--- src/rtl/bit_interleave_stage.sv ---
`timescale 1ns / 1ps
`default_nettype none
// ============================================================================
// Module   : bit_interleave_stage
// Purpose  : Streaming Keccak lane (de)interleaver in front of / behind the
//            32-bit bit-interleaved rotate datapath.
//            Interleave   : even lane bits -> low word, odd bits -> high word.
//            Deinterleave : the inverse mapping.
//            Registered valid/ready stage with a 2-entry output FIFO and a
//            lane counter that tags every lane with its index in the state.
// Ports    : clk        - rising-edge clock
//            rst_n      - asynchronous active-low reset
//            flush      - synchronous clear of FIFO, lane counter, par_err
//            in_valid   - input lane valid
//            in_ready   - stage accepts a lane this cycle (registered)
//            in_mode    - 0 = interleave, 1 = deinterleave (per lane)
//            in_lane    - input lane [W-1:0]
//            out_valid  - output lane valid
//            out_ready  - downstream accepts the lane
//            out_lane   - transformed lane [W-1:0]
//            out_idx    - lane index 0..LANES-1 of out_lane
//            out_last   - out_idx == LANES-1
//            in_par     - expected parity of in_lane     (parity build only)
//            out_par    - XOR-reduction of out_lane      (parity build only)
//            par_err    - sticky input parity error      (parity build only)
// Config   : `define BIT_INTERLEAVE_PARITY_EN to add the parity ports/logic.
// Params   : LANES - lanes per permutation state (default 25)
//            W     - lane width, fixed at 64
// Revision : 1.0 - initial release
// ============================================================================
module bit_interleave_stage #(
    parameter int LANES = 25,
    parameter int W     = 64
) (
    input  logic         clk,
    input  logic         rst_n,
    input  logic         flush,
    input  logic         in_valid,
    output logic         in_ready,
    input  logic         in_mode,
    input  logic [W-1:0] in_lane,
    output logic         out_valid,
    input  logic         out_ready,
    output logic [W-1:0] out_lane,
    output logic [4:0]   out_idx,
    output logic         out_last
`ifdef BIT_INTERLEAVE_PARITY_EN
    ,
    input  logic         in_par,
    output logic         out_par,
    output logic         par_err
`endif
);

    localparam logic [4:0] c_LAST_IDX = 5'(LANES - 1);

    // ------------------------------------------------------------------------
    // Lane transform (pure wiring)
    // ------------------------------------------------------------------------
    logic [W-1:0] w_il;
    logic [W-1:0] w_dl;
    logic [W-1:0] w_xf;

    for (genvar k = 0; k < 32; k++) begin : g_bits
        assign w_il[k]       = in_lane[2*k];
        assign w_il[32+k]    = in_lane[2*k+1];
        assign w_dl[2*k]     = in_lane[k];
        assign w_dl[2*k+1]   = in_lane[32+k];
    end

    assign w_xf = in_mode ? w_dl : w_il;

    // ------------------------------------------------------------------------
    // Handshake and occupancy
    // ------------------------------------------------------------------------
    logic [1:0] r_count;
    logic       r_in_ready;
    logic [4:0] r_lane_cnt;

    logic       w_push;
    logic       w_pop;
    logic [1:0] w_count_nxt;
    logic [1:0] w_fill;
    logic       w_wr_tail;

    assign w_push = in_valid && r_in_ready;
    assign w_pop  = (r_count != 2'd0) && out_ready;

    always_comb begin
        w_count_nxt = r_count;
        case ({w_push, w_pop})
            2'b10:   w_count_nxt = r_count + 2'd1;
            2'b01:   w_count_nxt = r_count - 2'd1;
            default: w_count_nxt = r_count;
        endcase
    end

    // Occupancy left after this cycle's pop decides the slot the new lane
    // lands in: nothing left -> head, head still occupied -> tail.
    assign w_fill    = r_count - {1'b0, w_pop};
    assign w_wr_tail = (w_fill != 2'd0);

    always_ff @(posedge clk or negedge rst_n) begin
        if (!rst_n) begin
            r_count    <= 2'd0;
            r_in_ready <= 1'b0;
            r_lane_cnt <= 5'd0;
        end else if (flush) begin
            r_count    <= 2'd0;
            r_in_ready <= 1'b1;
            r_lane_cnt <= 5'd0;
        end else begin
            r_count    <= w_count_nxt;
            // Ready is a pure register of the next occupancy, so out_ready
            // never reaches in_ready combinationally.
            r_in_ready <= (w_count_nxt != 2'd2);
            if (w_push) begin
                r_lane_cnt <= (r_lane_cnt == c_LAST_IDX) ? 5'd0 : r_lane_cnt + 5'd1;
            end
        end
    end

    // ------------------------------------------------------------------------
    // Two-entry FIFO: head drives the outputs, tail shifts into head on pop
    // ------------------------------------------------------------------------
    logic [W-1:0] r_head_lane;
    logic [4:0]   r_head_idx;
    logic [W-1:0] r_tail_lane;
    logic [4:0]   r_tail_idx;

    always_ff @(posedge clk or negedge rst_n) begin
        if (!rst_n) begin
            r_head_lane <= '0;
            r_head_idx  <= 5'd0;
            r_tail_lane <= '0;
            r_tail_idx  <= 5'd0;
        end else if (!flush) begin
            if (w_pop) begin
                r_head_lane <= r_tail_lane;
                r_head_idx  <= r_tail_idx;
            end
            if (w_push) begin
                if (w_wr_tail) begin
                    r_tail_lane <= w_xf;
                    r_tail_idx  <= r_lane_cnt;
                end else begin
                    r_head_lane <= w_xf;
                    r_head_idx  <= r_lane_cnt;
                end
            end
        end
    end

    assign in_ready  = r_in_ready;
    assign out_valid = (r_count != 2'd0);
    assign out_lane  = r_head_lane;
    assign out_idx   = r_head_idx;
    assign out_last  = (r_head_idx == c_LAST_IDX);

`ifdef BIT_INTERLEAVE_PARITY_EN
    // ------------------------------------------------------------------------
    // Parity: the transform is a bit permutation, so the parity of the
    // transformed lane equals the parity of the input lane.
    // ------------------------------------------------------------------------
    logic w_lane_par;
    logic r_head_par;
    logic r_tail_par;
    logic r_par_err;

    assign w_lane_par = ^in_lane;

    always_ff @(posedge clk or negedge rst_n) begin
        if (!rst_n) begin
            r_head_par <= 1'b0;
            r_tail_par <= 1'b0;
            r_par_err  <= 1'b0;
        end else if (flush) begin
            r_par_err  <= 1'b0;
        end else begin
            if (w_pop) begin
                r_head_par <= r_tail_par;
            end
            if (w_push) begin
                if (w_wr_tail) begin
                    r_tail_par <= w_lane_par;
                end else begin
                    r_head_par <= w_lane_par;
                end
                if (w_lane_par != in_par) begin
                    r_par_err <= 1'b1;
                end
            end
        end
    end

    assign out_par = r_head_par;
    assign par_err = r_par_err;
`endif

endmodule
`default_nettype wire

--- config.mk ---
export PLATFORM = sky130hd
export DESIGN_NAME = bit_interleave_stage
export DESIGN_NICKNAME = d
export VERILOG_FILES = /design/src/rtl/bit_interleave_stage.sv
export SDC_FILE = /design/constraint.sdc
export NUM_CORES = 1
export LEC_CHECK = 0
export CORE_MARGIN = 2
export CORE_UTILIZATION = 50
export CTS_CLUSTER_SIZE = 40
export DETAILED_ROUTE_END_ITERATION = 6
export PLACE_DENSITY = 0.86
export SLEW_MARGIN = 15
export SYNTH_ARGS = -nofsm -noshare
export SYNTH_HDL_FRONTEND = slang
export SYNTH_SLANG_ARGS = --single-unit
export TNS_END_PERCENT = 20
--- constraint.sdc ---
create_clock -name clk -period 5.3 [get_ports clk]
set_clock_uncertainty 0.15 [all_clocks]
set_input_delay 0.795 -clock clk [delete_from_list [all_inputs] [get_ports clk]]
set_output_delay 0.795 -clock clk [all_outputs]
set_load 0.01 [all_outputs]
==> results.py <==
metrics = {
    "yosys": {
        "syn_inst": 623,
        "synthesis.nets": 696,
        "synth_area_mm2": 0.00715,
        "synth_area_per_cell_um2": 11.5,
        "synth_edf_count": 0,
        "yosys_register_bits": 146,
        "ys_seq_area_share_pct": 51.1,
        "synth.top_cell.area_share_pct": 51.1,
        "synth_top_area_cell": "dfrtp_1",
        "synth_cell_types": 37,
        "synth-async-reset-ratio_pct": 100,
        "synth_top_cells_by_area": "dfrtp_1 51%, mux2_2 13%, inv_1 7.8%, mux2i_1 6.6%, a222oi_1 3.9%",
        "yosysWarnings": 0,
        "ys.flop_type": "dfrtp_1",
    },
    "route": {
        "viasPerCell": 5.79,
        "wl_mm": 18.0,
        "drc": 8,
        "antenna_left": 0,
        "avgRoutedWirePerCell_um": 19.3,
        "drtPass1Iterations": 7,
        "vias": 5418,
        "drt_iter0_markers": 508,
    },
    "worst_setup_path": {
        "crit_type": "in -> reg",
        "crit_path_start_kind": "input pin",
        "r2r-start": "r_count[1]",
        "endpoint_kind": "register",
        "required_ns": 5.45,
        "arrival_ns": 3.62,
        "r2r_end": "out_lane[45]",
        "reg2reg_depth": 4,
        "ff2ff_setup_slack_ns": 2.13,
        "cp_max_fo": 43,
    },
    "clocking": {
        "cts_root_buf": "clkbuf_16",
        "clock-sinks": 146,
        "post_cts_resized": 0,
        "clock_path_buffers": 2,
        "clk_pin_slew_worst_paths_ns": 0.06,
        "postCtsSetupBuffers": 0,
        "clk_latency_ns": 0.43,
        "cts_tree": "yes",
        "h-tree-depth": 4,
        "cts_inserted_buffers": 17,
        "cts_hold_repair.buffers": 0,
    },
    "grt": {
        "antenna_found_initial": 0,
        "grt_usage_pct": 24.7,
        "grt_pass1_vias": 5625,
        "grt_pass1_wl_mm": 28.8,
        "grt.overflow.total": 0,
        "grt_max_degree": 110,
    },
    "placement": {
        "dpl.cell_count": 903,
        "gp_congestion": 0.808,
        "portBuffers": 141,
        "post_dp_cell_area_mm2": 0.00857,
        "hpwl_mm": 11.4,
    },
    "sta": {
        "final_max_slew_viol_count": 0,
        "setup_violations": 0,
        "hold_viol": 0,
        "fin_crit_sh_pct": 65.4,
        "whs_ns": 0.354,
        "rsz0062_at_grt": "no",
        "slew_headroom_pct": 21.9,
        "period_minus_slack_ns": 3.47,
        "setup_tns_ns": 0,
        "worst_slew_pin_slew_ns": 1.17,
        "max_freq_mhz": 288,
    },
    "layout": {
        "drive_above_1_share_pct": 18.5,
        "area_delta_synth_final_pct": 29.3,
        "mostFrequentLayoutCells": "148 x inv_1, 145 x dfrtp_1, 139 x clkdlybuf4s50_1",
        "final_common_cell": "inv_1",
        "fin_area_mm2": 0.00924,
        "fin_nets": 816,
        "layout.cells.non_filler": 936,
        "fillers": 1007,
        "antenna_cells": 0,
    },
    "worst_hold_path": {
        "min_from": "r_tail_lane[53]",
        "min_path_cells": 1,
        "hold_class": "reg -> reg",
        "min_to": "r_tail_lane[53]",
    },
    "floorplanning": {
        "die_w_um": 124,
        "core_region_area_mm2": 0.0139,
        "io_pins": 142,
        "dieArea_mm2": 0.0153,
        "initial_core_util_pct": 51.3,
        "die_y_um": 124,
        "std_cell_rows": 43,
    },
    "power": {
        "leakagePower_nw": 4.43,
        "power_density_mw_per_mm2": 568,
        "peakVddDrop_v": 0.000344,
    },
    "run_status": {
        "status": "finished, violations left",
        "violations": "DRC",
    },
    "run": {
        "max_cap_viol_count": 0,
    },
}
## cell usage after synthesis, types with 2 or more instances
library cell and number:
a21oi_1 3, a221oi_1 31, a221oi_2 10, a222oi_1 28, a311oi_1 2, a31oi_1 2
buf_2 18, buf_4 3, buf_6 10, clkbuf_1 17, dfrtp_1 146, ha_1 3
inv_1 148, mux2_2 82, mux2i_1 47, nand2_1 5, nand3_1 5, nand3b_1 2
nor4_1 41, o21a_1 2, or3_1 2
## power breakdown
| group | switching [W] | total (W) | internal [W] |
|---|---|---|---|
| sequential | 0.000350 | 0.00200 | 0.00165 |
| clock | 0.000470 | 0.00131 | 0.000844 |
| combinational | 0.000912 | 0.00193 | 0.00102 |
| total | 0.00173 | 0.00524 | 0.00351 |
## metrics by stage
stage | setup slack (ns) | utilization (%) | power [W]
2_1_floorplan | 2.98 | - | 0.00301
3_3_place_gp | 1.47 | 61.5 | 0.00380
3_5_place_dp | 1.43 | 61.5 | 0.00391
4_1_cts | 1.87 | 66.2 | 0.00526
5_1_grt | 1.72 | 66.3 | 0.00553
6_report | 1.83 | 66.3 | 0.00524
## how the worst max path moves through the flow
stage                          from  cells past startpoint               to  slack (ns)
after floorplan            in_valid                      6         in_ready        2.98
after global placement    out_ready                      6  r_tail_lane[48]        1.47
after detailed placement  out_ready                      6  r_tail_lane[34]        1.43
after CTS                 out_ready                      6  r_tail_lane[34]        1.87
after global routing      out_ready                      6  r_tail_lane[32]        1.72
final                     out_ready                      6  r_tail_lane[40]        1.83
## layer usage
metal | GRT usage [%] | wire length, um
met1 | 32.6 | 7670
met2 | 40.1 | 8980
met3 | 5.35 | 1020
met4 | 9.52 | 345
met5 | 0 | 0
## cells by family after synthesis
group | share of synthesized area, %
AOI/OAI and AO/OA | 11.1
xor gates and xnor gates | 0.245
adders and majority gates | 0.525
buffers and inverters | 11.8
DFF | 51.1
muxes | 19.5
and+or+nand+nor | 5.69
## registers in the layout, indices dropped and copies added, names as in the netlist
signal,count
r_tail_lane,64
out_idx,5
out_lane,64
in_ready,1
r_tail_idx,5
r_count,2
r_lane_cnt,5
## area by class of cell
class                           instances  area, um2  area share, %
Multi-Input combinational cell        281       2680           29.0
Inverter                              148        556           6.01
Tap cell                              180        225           2.44
Clock inverter                         14        211           2.29
Clock buffer                           18        439           4.75
Timing Repair Buffer                  149       1480           16.0
Sequential cell                       146       3650           39.6
## worst max-delay path, cell delays in order
cell and delay, ns:
clkdlybuf4s50_1 0.54, nor2b_4 0.05, buf_4 0.28, o21bai_4 0.79, buf_4 0.69, mux2_2 0.41
No activity file was read; power rests on OpenSTA's default activity.
